`src/rtl/dec24_seq.sv`:
```
// dec24_seq: sequential 2-to-4 decoder with an input FIFO.
// Codes arrive on {i1,i0} through a valid/ready handshake and are queued.
// Each queued code is replayed as a one-hot pulse on o0..o3, held for HOLD cycles.
// Ports:
//   clk, rst        : rising-edge clock, async active-high reset
//   in_valid/ready  : push handshake; in_ready = !full
//   i0, i1          : code LSB / MSB
//   o0..o3          : registered one-hot outputs (polarity set by ACTIVE_LOW)
//   busy            : registered, high while a pulse is driven
//   count           : FIFO occupancy
module dec24_seq #(
  parameter int DEPTH      = 4,
  parameter int HOLD       = 3,
  parameter int ACTIVE_LOW = 0
) (
  input  logic                       clk,
  input  logic                       rst,
  input  logic                       in_valid,
  output logic                       in_ready,
  input  logic                       i0,
  input  logic                       i1,
  output logic                       o0,
  output logic                       o1,
  output logic                       o2,
  output logic                       o3,
  output logic                       busy,
  output logic [$clog2(DEPTH+1)-1:0] count
);

  localparam int PW = $clog2(DEPTH);
  localparam int CW = $clog2(DEPTH+1);
  localparam int HW = (HOLD > 1) ? $clog2(HOLD) : 1;

  localparam logic [CW-1:0] FULL_C  = CW'(DEPTH);
  localparam logic [HW-1:0] HOLD_M1 = HW'(HOLD - 1);
  localparam logic [3:0]    POL     = (ACTIVE_LOW != 0) ? 4'hF : 4'h0;

  typedef enum logic {
    IDLE,
    DRIVE
  } state_e;

  state_e          state_q;
  logic [1:0]      mem_q [DEPTH];
  logic [PW-1:0]   wr_ptr_q;
  logic [PW-1:0]   rd_ptr_q;
  logic [CW-1:0]   count_q;
  logic [CW-1:0]   count_d;
  logic [HW-1:0]   hold_q;
  logic [3:0]      oh_q;
  logic            busy_q;
  logic            push;
  logic            pop;
  logic [3:0]      head_oh;

  // Full is judged on the registered count only, so a same-edge pop
  // never re-opens the input.
  assign in_ready = (count_q != FULL_C);
  assign push     = in_valid && in_ready;
  assign head_oh  = 4'b0001 << mem_q[rd_ptr_q];

  // Pop whenever a code is waiting and the output slot is free:
  // either idle, or the current pulse is on its last cycle.
  always_comb begin
    pop = 1'b0;
    if (count_q != '0) begin
      pop = (state_q == IDLE) || (hold_q == '0);
    end
  end

  always_comb begin
    count_d = count_q;
    unique case ({push, pop})
      2'b10:   count_d = count_q + CW'(1);
      2'b01:   count_d = count_q - CW'(1);
      default: count_d = count_q;
    endcase
  end

  always_ff @(posedge clk) begin
    if (push) begin
      mem_q[wr_ptr_q] <= {i1, i0};
    end
  end

  always_ff @(posedge clk or posedge rst) begin
    if (rst) begin
      wr_ptr_q <= '0;
      rd_ptr_q <= '0;
      count_q  <= '0;
    end else begin
      if (push) wr_ptr_q <= wr_ptr_q + PW'(1);
      if (pop)  rd_ptr_q <= rd_ptr_q + PW'(1);
      count_q <= count_d;
    end
  end

  always_ff @(posedge clk or posedge rst) begin
    if (rst) begin
      state_q <= IDLE;
      hold_q  <= '0;
      oh_q    <= '0;
      busy_q  <= 1'b0;
    end else begin
      case (state_q)
        IDLE: begin
          if (pop) begin
            state_q <= DRIVE;
            hold_q  <= HOLD_M1;
            oh_q    <= head_oh;
            busy_q  <= 1'b1;
          end
        end
        DRIVE: begin
          if (hold_q != '0) begin
            hold_q <= hold_q - HW'(1);
          end else if (pop) begin
            // zero-gap handoff to the next queued code
            hold_q <= HOLD_M1;
            oh_q   <= head_oh;
          end else begin
            state_q <= IDLE;
            oh_q    <= '0;
            busy_q  <= 1'b0;
          end
        end
      endcase
    end
  end

  assign {o3, o2, o1, o0} = oh_q ^ POL;
  assign busy             = busy_q;
  assign count            = count_q;

endmodule

```
`config.mk`:
```
export PLATFORM = sky130hd
export DESIGN_NAME = dec24_seq
export DESIGN_NICKNAME = d
export VERILOG_FILES = /design/src/rtl/dec24_seq.sv
export SDC_FILE = /design/constraint.sdc
export NUM_CORES = 1
export LEC_CHECK = 0
export BUFFER_PORTS_ARGS = -buffer_cell sky130_fd_sc_hd__buf_2
export CORE_AREA = 2 2 50 52
export DETAILED_ROUTE_END_ITERATION = 16
export DIE_AREA = 0 0 52 54
export MAX_ROUTING_LAYER = met4
export PLACE_DENSITY = 0.67
export SYNTH_ARGS = -nofsm -noshare
export SYNTH_HDL_FRONTEND = slang
export SYNTH_SLANG_ARGS = --single-unit
```
`constraint.sdc`:
```
create_clock -name clk -period 2.05 [get_ports clk]
set_clock_uncertainty 0.15 [all_clocks]
set_input_delay 0 -clock clk [delete_from_list [all_inputs] [get_ports clk]]
set_output_delay 0 -clock clk [all_outputs]
set_load 0.005 [all_outputs]
```
# Word-level counts from Yosys, hierarchy flattened
# Memories as Yosys holds them, arrays and structs flattened.
# Cells that the tools add are included.
# op_classes
add_sub_neg	5
n_eq_ne	6
shifts	1
n_mux	18
bitwise	1
reduce_logical	8
# op_table
operator	count
2-to-1 mux 4 bit	3
2-to-1 mux 1 bit	8
one-hot mux 4 bit (2 select lines)	1
!= test 2 bit (second input constant)	3
one-hot mux 3 bit (2 select lines)	1
adder 2 x 1 -> 2 bit (second input constant)	2
2-to-1 mux 2 bit	2
one-hot mux 1 bit (2 select lines)	2
one-hot mux 2 bit (2 select lines)	1
nonzero test 2 bit	2
<< shifter 1 x 2 -> 4 bit (first input constant)	1
adder 3 x 1 -> 3 bit (second input constant)	1
!= test 3 bit (second input constant)	1
AND reduction 3 bit	1
nonzero test 3 bit	1
subtractor 3 x 1 -> 3 bit (second input constant)	1
== test 2 x 1 -> 1 bit (second input constant)	1
== test 2 bit (second input constant)	1
logical NOT 2 bit	1
AND reduction 2 bit	1
subtractor 2 x 1 -> 2 bit (second input constant)	1
logical AND 1 bit	1
logical OR 1 bit	1
inverter 1 bit	1
# totals
regBits	15
mem_bits_rw	8
inputBits	5
output_inout_bits	9
memories	1
# mem_list
name	depth	word_bits	read_ports	rd_clocked_by_memory_dff	wr	line_no	text
mem_q	4	2	1	0	1	44	logic [1:0] mem_q [DEPTH];

# Longest topological paths before layout
# Gate-level depths: netlist of the first run.
# logic_depth
ltp_word	6
ltp_mapped	9
mapped_depth_nobuf	9

# Worst setup path after synthesis of the first run
# OpenSTA, ideal clock, no wires.
# synth_timing
path_type	reg2reg
startpoint	register count_q[0] (netlist: count[0])
endpoint	register count_q[2] (netlist: count[2])
setup_ns	0.079
t_arrival_ns	2.037
slack_ns	-0.216
path_stages_with_launch	10
path_buffers	0
path_cell_list	dfrtp_1 or3b_4 and2_4 inv_1 ha_1 inv_1 fa_1 xor2_1 nor2_1 xor2_1
# synth_via
elab_chain_len	4
word_cells_on_any_way	10
cone_classes	add/sub (2); eq/ne (3); mux (2); reduce/logical (3)
# synth_lines
element	line_no	text
start: declaration	47	logic [CW-1:0] count_q;
start signal: assignment	94	count_q <= count_d;
!= test 3 bit *	58	assign in_ready = (count_q != FULL_C);
net in_ready	19	output logic in_ready,
logical AND 1 bit *	59	assign push = in_valid && in_ready;
== test 2 x 1 -> 1 bit / == test 2 bit (equally long branches)	73	unique case ({push, pop})
one-hot mux 3 bit (2 select lines) / nonzero test 2 bit (equally long branches)	-	
# The timed path passes the listed nets; every way through them passes the cells marked *.
# A chain may end at the register's enable or synchronous reset.

# Worst setup path in the final report of the first run
# layout_timing
startpoint	register count_q[0] (netlist: count[0])
endpoint	register count_q[2] (netlist: count[2])
# layout_via
elab_chain_len	4
word_cells_on_any_way	10
cone_classes	add/sub (2); eq/ne (3); mux (2); reduce/logical (3)
# layout_lines
element	line_no
nonzero test 3 bit / != test 3 bit (equally long branches)	66, 58
2-to-1 mux 1 bit / logical AND 1 bit (equally long branches)	66, 59
== test 2 x 1 -> 1 bit / == test 2 bit (equally long branches)	73
one-hot mux 3 bit (2 select lines) / nonzero test 2 bit (equally long branches)	-
# Several ways; a longest one is shown, not always the timed one.

==> impl_results.md, run 1 <==
* Status: finished, violations left
* Failing checks: setup timing
* Sw Ratio at 36.26%
* Pre-antenna DRT Iters at 4
* Fin area at 0.001341 mm^2
* Final setup TNS at -92.92 ps
* Layout fillers at 192
* Clk slew on worst S/H paths at 120 ps
* Worst r2r dst: count[2]
* H-tree depth at 1
* Syn Inst Count at 79
* Syn nets at 90
* # setup viols final at 1
* Largest net degree at the start of global routing at 16
* Die Y at 54 um
* Worst skew pair latency at around 300 ps
* Reg2Reg Depth at 9
* TritonCTS Sinks at 23
* GPL Wtd Cong at 0.6830
* Number of remaining DRC errors at 0
* Period utilisation layout at 104.5%
* Crit path kind: reg2reg
* Hold WS at 139.6 ps
* Netlist area before placement at 0.001050 mm^2
* Crit path max fanout at 2
* Yosys cell types at 29
* P_int at 1.323 mW
* Syn avg cell area at approximately 13 um^2
* First-pass GRT wire length at 2.939 mm
* Initial antenna violation count at 0
* Iter 0 DRT Violations at 15
* Max-cap check violation count at 0
* Fmax at between 0.4 and 0.5 GHz
* Vias in the first global route at 679
* Fin. Hold Viols at 0
* Gr usage total at 14.76%
* Crit path DAT at between 2000 and 2500 ps
* Area grow syn2layout at 27.77%
* WL final at 1.781 mm
* Starting Density at about 45%
* Dpl ws at -112.0 ps
* WP data required at 2130 ps
* Final worst slack at -92.92 ps
* Via density per instance at 4.930
* Diode count at 0
* Synth Register Bits at 23
* Setup crit end kind: flop
* Total core area at 0.002320 mm^2
* Vias at 700
* Drt wl/cell at approximately 13 um
* Die ar. at 0.002808 mm^2
* Final #Nets at 124
* Root Buffer: clkbuf_4
* Sequential fraction of the synthesis area at 58.64%
* Worst Max-Slew Pin Slew at 565.0 ps
* Min Tclk post-route at 2143 ps
* Combinational power share at 53.7%
* HPWL after DPL at 1.326 mm
* Static leakage at 0.6111 nW
* R2r startpoint: count[0]
* NetSw at 752.7 uW
* Std cell rows at 18
* Synth warn at 0
* I/O Buffers at 13
* Post-route ant nets at 0
* DP Area at 0.001246 mm^2
* Die Wd at 52 um
* CTS tree: built
* RSZ-0062 raised after global routing: true
* Type of origin of the critical path: flop
* I/O Pins at 14
* R2r setup slk at -90 ps
* Slew margin rel. at 62.29%
* Slew Viols, Final at 0
* Sequential share of power at ~37%
* Total gr overflow at 0
* Clock Tree Buf Depth at 2
* PwrDens at 1548 mW/mm^2
* Layout cells sized above 1 at 39.29%
* Clock share of power at 9.7%
* TritonCTS buffer count at 3
* Hold crit path type: in2async
* Peak supply drop at roughly 0.99 mV
## layout make-up
cell class,instances,area (um^2),area share [%]
Sequential cell,23,615.6,45.90
Multi-Input combinational cell,48,430.4,32.09
Timing Repair Buffer,30,202.7,15.11
Tap cell,30,37.54,2.798
Inverter,7,28.78,2.146
Clock buffer,4,26.28,1.959
## worst max-delay path by stage
stage | from | to
floorplan | count[1] | count[2]
global placement | count[1] | count[2]
detailed placement | count[1] | count[2]
CTS | count[0] | count[2]
global route | count[0] | count[2]
finish | count[0] | count[2]
## critical path: stages, from the launching register on
cell and delay, ps:
dfrtp_1 400, or3b_4 400, and2_4 160, inv_4 50, ha_4 120, inv_2 30
fa_2 330, xor2_1 140, nor2_1 120, xor2_1 170
## timing repair
action                     CTS  global route
hold buffers                 4             0
buffers inserted             1             1
pin swaps                    5             3
setup endpoints to repair    1             2
gates resized for setup      0             3
hold endpoints to repair    31             0
## kinds of logic (layout without fill, tap and decap cells)
family / Yosys count / in the layout / share of synthesized area, %
fa+ha+maj: 6 / 6 / 7.867
mux: 3 / 3 / 5.720
xor+xnor: 7 / 7 / 5.840
flops: 23 / 23 / 58.64
compound gates: 12 / 12 / 7.987
simple gates: 20 / 20 / 11.09
buf+inv: 8 / 41 / 2.861
## through the flow
stage               instances  utilization, %  total power [mW]
finish                    142           57.82             2.076
global route              142           57.82             2.270
CTS                       141           56.90             2.061
detailed placement        132           53.72             1.837
global placement          132           53.72             1.801
floorplan                  79               -             1.456
## power by group through the flow
stage	clock, mW	combinational, mW	sequential, mW
6_report	0.201	1.12	0.759
5_1_grt	0.224	1.26	0.781
4_1_cts	0.206	1.09	0.761
3_5_place_dp	0	1.07	0.772
3_3_place_gp	0	1.04	0.764
2_1_floorplan	0	0.658	0.798
## sequential cells by signal, indices dropped and copies added (netlist names)
| name | cells |
|---|---|
| count | 3 |
| mem_q | 8 |
| hold_q | 2 |
| state_q | 1 |
| rd_ptr_q | 2 |
| busy | 1 |
| wr_ptr_q | 2 |
| oh_q | 4 |
## layout by cell type (no fill, tap or decap), types with 2 or more instances in the layout
cell,instances
dfrtp_1,15
buf_2,13
buf_4,13
edfxtp_1,8
inv_1,5
nor2_1,4
and3_2,4
xor2_1,4
ha_1,4
dlygate4sd3_1,4
xnor2_1,3
nand2_1,3
clkbuf_4,3
o21ai_0,2
mux4_2,2
nand3_1,2
a21oi_1,2
## cell usage after synthesis
cell	instances	area, um^2
a21o_1	1	7.510
a21oi_1	2	10.01
a22o_1	1	8.760
a32o_1	1	10.01
and2_4	1	8.760
and3_2	4	30.03
clkbuf_1	1	3.750
dfrtp_1	15	375.4
edfxtp_1	8	240.2
fa_1	1	20.02
ha_1	5	62.56
inv_1	7	26.28
mux2_4	1	15.01
mux4_2	2	45.04
nand2_1	3	11.26
nand3_1	2	10.01
nand3b_1	1	7.510
nor2_1	4	15.01
nor3_1	2	10.01
nor4_1	1	6.260
o21a_1	1	7.510
o21ai_0	3	15.01
o21ai_2	1	8.760
o2bb2ai_1	1	8.760
o31ai_1	1	7.510
or3_1	1	6.260
or3b_4	1	11.26
xnor2_1	3	26.28
xor2_1	4	35.03
## per-layer routing
metal	global-route usage, %	vias up	wire length (um)
met3	2.500	2	54
met1	18.26	343	817
met4	5.263	0	12
met2	24.47	11	896
li1	-	344	-
met5	-	-	0
No activity file was read; power rests on OpenSTA's default activity.
==> run 2, diff against run 1 <==
--- a/config.mk
+++ b/config.mk
@@ -6,11 +6,10 @@
 export NUM_CORES = 1
 export LEC_CHECK = 0
 export BUFFER_PORTS_ARGS = -buffer_cell sky130_fd_sc_hd__buf_2
-export CORE_AREA = 2 2 50 52
+export CORE_AREA = 2 2 55 57
 export DETAILED_ROUTE_END_ITERATION = 16
-export DIE_AREA = 0 0 52 54
+export DIE_AREA = 0 0 57 59
 export MAX_ROUTING_LAYER = met4
-export PLACE_DENSITY = 0.67
 export SYNTH_ARGS = -nofsm -noshare
 export SYNTH_HDL_FRONTEND = slang
 export SYNTH_SLANG_ARGS = --single-unit
==> impl_results.md, run 2 (synthesis results as in run 1) <==
* Status: finished, violations left
* Failing checks: setup timing
* Commonest cells after routing, fill and taps aside: dfrtp_1 (15), buf_2 (13), buf_4 (13)
* Std cell rows at 19
* Starting Density at 38.74%
* Multi-input logic area at 426.7 um^2
* Slew margin rel. at 60.09%
* Total gr overflow at 0
* Diode count at 0
* Clk slew on worst S/H paths at 130 ps
* First-pass GRT wire length at 3.111 mm
* RSZ-0062 raised after global routing: true
* Die Wd at between 50 and 60 um
* TritonCTS buffer count at 3
* Drt wl/cell at 12.59 um
* Slowest stage delay, CP at about 400 ps
* Min Tclk post-route at 2140 ps
* Final #Nets at between 100 and 150
* WP data required at 2150 ps
* Layout fillers at around 260
* Via density per instance at approximately 4.8
* Root Buffer: clkbuf_4
* Biggest register: mem_q
* Die Y at ~59 um
* Type of origin of the critical path: flop
* Clock Tree Buf Depth at 2
* Largest register FFs at 8
* WL final at roughly 1.8 mm
* # setup viols final at 1
* GPL Wtd Cong at 0.8055
* CTS tree: built
* Hold crit path type: in2async
* H-tree depth at 1
* Pre-antenna DRT Iters at 4
* Crit path kind: reg2reg
* Slowest stage cell, crit path: dfrtp_1
* Number of remaining DRC errors at 0
* Static leakage at 0.6095 nW
* Crit path max fanout at 2
* Period utilisation layout at 104.4%
* Total core area at 0.002710 mm^2
* Worst skew pair latency at between 300 and 400 ps
* Layout cells sized above 1 at 40.18%
* Final worst slack at -89.80 ps
* Vias at 681
* I/O Pins at 14
* Fin. Hold Viols at 0
* I/O Buffers at 13
* Worst path cell trace: or3b_4 -> and2_4 -> inv_4 -> ha_4 -> inv_2 -> fa_2 -> xor2_1 -> nor2_1 -> xor2_1
* Slew Viols, Final at 0
* Die ar. at 0.003363 mm^2
* Iter 0 DRT Violations at 9
* Crit path DAT at roughly 2200 ps
* Max-cap check violation count at 0
* Worst Max-Slew Pin Slew at approximately 600 ps
* Peak supply drop at around 1.1 mV
* Dpl ws at -72.64 ps
* PwrDens at 1551 mW/mm^2
* TritonCTS Sinks at 23
* Gr usage total at 12.56%
* Fmax at 0.4673 GHz
* Largest net degree at the start of global routing at 16
* Area grow syn2layout at 27.53%
* CP most frequent cell: xor2_1
* Initial antenna violation count at 0
* Post-route ant nets at 0
* Most common cell after layout, fill and taps aside: dfrtp_1
* HPWL after DPL at 1.311 mm
* Setup crit end kind: flop
* Vias in the first global route at 723
* Reg area at between 600 and 700 um^2
* Hold WS at roughly 130 ps
run 2: cell types whose count changed in the layout (fill, tap and decap cells not counted):
| cell | change |
|---|---|
| nor2_1 | -1 |
| nor3_2 | +1 |
| nor2_2 | +1 |
| nor3_4 | -1 |
run 2: worst max-delay path: cells and delay by family (launching register included):
family	cells	cell delay (ps)
adder cells (fa/ha/maj)	2	450
buffers and inverters	2	80
flip-flops	1	400
XOR/XNOR	2	310
AND/OR/NAND/NOR	3	680
run 2: routing by layer:
metal  up-vias  global-route usage (%)  routed length, um
li1        344                       -                  -
met1       319                   14.96                787
met2        16                   20.69                912
met3         2                   2.402                 82
met4         0                   5.980                 20
met5         -                       -                  0
run 2: per-stage QoR:
stage / utilization, % / TNS [ps] / cell area (um^2) / total power [mW] / cells
floorplan: - / -145.1 / 1065 / 1.456 / 79
global placement: 46.03 / -32.53 / 1247 / 1.808 / 133
detailed placement: 46.03 / -72.64 / 1247 / 1.825 / 133
CTS: 48.48 / -105.5 / 1314 / 2.062 / 141
global route: 49.40 / -217.3 / 1339 / 2.261 / 143
finish: 49.40 / -89.80 / 1339 / 2.076 / 143
run 2: power by group:
group	total (mW)	switching [mW]	internal (mW)
logic	1.12	0.524	0.591
registers	0.750	0.0964	0.653
clock network	0.211	0.135	0.0760
total	2.08	0.755	1.32
run 2: area by class of cell:
type                       instances  area share [%]
timing repair buffer              30           15.14
multi-input combinational         48           31.87
inverter                           7           2.150
clock buffer                       4           1.963
tap                               31           2.897
sequential                        23           45.98
run 2: final timing paths:
kind                          start           to  slack [ps]  cells past startpoint
max in group asynchronous       rst      oh_q[2]        1220                      3
min reg2reg                 oh_q[0]      oh_q[0]         340                      1
max                        count[1]     count[2]         -90                      9
min                             rst  wr_ptr_q[1]         130                      3
min in group clk                 i1  mem_q[0][1]         280                      2
max reg2reg                count[1]     count[2]         -90                      9
run 2: repair_timing:
action | 4_1_cts | 5_1_grt
pin swaps | 4 | 3
setup buffers | 0 | 2
hold endpoints to repair | 32 | 0
resized for setup | 0 | 3
endpoints found under the setup margin | 1 | 2
hold buffers | 4 | 0
==> run 3, diff against run 2 <==
--- a/config.mk
+++ b/config.mk
@@ -6,10 +6,13 @@
 export NUM_CORES = 1
 export LEC_CHECK = 0
 export BUFFER_PORTS_ARGS = -buffer_cell sky130_fd_sc_hd__buf_2
-export CORE_AREA = 2 2 55 57
+export CORE_AREA = 2 2 50 52
 export DETAILED_ROUTE_END_ITERATION = 16
-export DIE_AREA = 0 0 57 59
+export DIE_AREA = 0 0 52 54
+export HOLD_SLACK_MARGIN = 0.06
 export MAX_ROUTING_LAYER = met4
+export PLACE_DENSITY = 0.69
 export SYNTH_ARGS = -nofsm -noshare
 export SYNTH_HDL_FRONTEND = slang
 export SYNTH_SLANG_ARGS = --single-unit
+export TNS_END_PERCENT = 20
==> impl_results.md, run 3 (synthesis results as in run 1) <==
* Setup crit end kind: flop
* Min Tclk post-route at 2134 ps
* Via density per instance at around 5
* Layout cells sized above 1 at 40.18%
* # setup viols final at 1
* CP most frequent cell: xor2_1
* R2r setup slk at -80 ps
* Total core area at 0.002320 mm^2
* First-pass GRT wire length at 3.042 mm
* Die ar. at 0.002808 mm^2
* Starting Density at between 40% and 50%
* Crit path max fanout at 2
* Vias in the first global route at between 700 and 800
* Pre-antenna DRT Iters at 3
* Die Wd at approximately 52 um
* Worst r2r dst: count[2]
* Fmax at about 0.47 GHz
* TritonCTS Sinks at 23
* Final #Nets at 124
* Max-cap check violation count at 0
* CTS tree: built
* Gr usage total at 15.65%
* WL final at 1.827 mm
* HPWL after DPL at 1.373 mm
* Hold Crit Endpoint: wr_ptr_q[1]
* Period utilisation layout at 104.1%
* Diode count at 0
* Hold crit path type: in2reg
* Post-route ant nets at 0
* Worst skew pair latency at 310 ps
* Std cell rows at 18
* Non-filler cells, final at 142
* Hold Path Cell Cnt at 4
* Biggest register: mem_q
* Vias at approximately 700
* I/O Buffers at 13
* Static leakage at 0.6135 nW
* Slowest stage delay, CP at 400 ps
* Drt wl/cell at 12.87 um
* Crit path DAT at 2230 ps
* Crit path kind: reg2reg
* Slew margin rel. at between 60% and 70%
* Final setup TNS at -83.54 ps
* Largest register FFs at 8
* Largest net degree at the start of global routing at 16
* Reg2Reg Depth at 9
* Slew Viols, Final at 0
* Iter 0 DRT Violations at 8
* RSZ-0062 raised after global routing: true
* TritonCTS buffer count at 3
* Worst path cell trace: or3b_4 -> and2_4 -> inv_4 -> ha_4 -> inv_2 -> fa_2 -> xor2_1 -> nor2_1 -> xor2_1
* H-tree depth at 1
* GPL Wtd Cong at between 0.6 and 0.7
* WP data required at ~2100 ps
* Root Buffer: clkbuf_4
* PwrDens at 1571 mW/mm^2
* Type of origin of the critical path: flop
* Most common cell after layout, fill and taps aside: dfrtp_1
* Failing checks: setup timing
* R2r startpoint: count[1]
* Status: finished, violations left
* Area grow syn2layout at 27.89%
* Worst Max-Slew Pin Slew at around 600 ps
* Final worst slack at -83.54 ps
* Hold Startpoint: in_valid
* Slowest stage cell, crit path: dfrtp_1
* Initial antenna violation count at 0
* Placed cells at around 130
* Peak supply drop at 0.8187 mV
* Total gr overflow at 0
* Clock Tree Buf Depth at 2
* I/O Pins at 14
* Die Y at 54 um
* Commonest cells after routing, fill and taps aside: dfrtp_1 (15), buf_2 (13), buf_4 (12)
* Clk slew on worst S/H paths at 120 ps
* Fin. Hold Viols at 0
* Number of remaining DRC errors at 0
run 3: critical path, delay by kind of cell, from the launching register on:
family	cells	cell delay [ps]
xor gates and xnor gates	2	310
adders and majority gates	2	450
buffers and inverters	2	80
DFF	1	400
and+or+nand+nor	3	660
run 3: worst max-delay path by stage:
stage,from,endpoint,slack [ps]
2_1_floorplan,count[1],count[2],-140
3_3_place_gp,count[1],count[2],-30
3_5_place_dp,count[1],count[2],-110
4_1_cts,count[1],count[2],-90
5_1_grt,count[1],count[2],-190
6_report,count[1],count[2],-80
run 3: final cells by class:
type                    count  area, um^2
fillers                   207       977.2
well taps                  30       37.54
flip-flops and latches     23       615.6
multi-input cells          48       427.9
clock inverters             1       5.005
repair buffers             30       205.2
inverters                   7       28.78
clock buffers               3       22.52
run 3: stage by stage:
| step | worst slack, ps | hold slack [ps] | power, mW | utilization [%] | area (um^2) |
|---|---|---|---|---|---|
| detailed placement | -107.3 | -60.69 | 1.853 | 53.72 | 1246 |
| finish | -83.54 | 59.84 | 2.110 | 57.87 | 1343 |
| global route | -192.0 | 57.75 | 2.284 | 57.87 | 1343 |
| CTS | -88.96 | -50.93 | 2.095 | 56.63 | 1314 |
| floorplan | -138.1 | -248.5 | 1.447 | - | 1065 |
| global placement | -32.59 | -65.53 | 1.790 | 53.72 | 1246 |
run 3: power by group:
group | leakage [nW] | switching (mW) | internal (mW) | total (mW)
Combinational | 0.341 | 0.537 | 0.606 | 1.14
Sequential | 0.254 | 0.106 | 0.653 | 0.760
Clock | 0.0177 | 0.134 | 0.0729 | 0.207
Total | 0.613 | 0.778 | 1.33 | 2.11
run 3: repair_timing:
action | in CTS | in global routing
gates resized for setup | 1 | 3
hold endpoints to repair | 32 | 8
buffers inserted | 0 | 1
pin swaps | 3 | 1
setup endpoints to repair | 2 | 3
hold buffers | 4 | 1
run 3: per-layer routing:
| metal | global-route usage [%] | vias up | share of wire (%) |
|---|---|---|---|
| met1 | 17.65 | 338 | 43 |
| met3 | 2.500 | 2 | 3.1 |
| met2 | 27.00 | 9 | 53 |
| met4 | 7.895 | 0 | 0.66 |
| met5 | - | - | 0 |
| li1 | - | 346 | - |
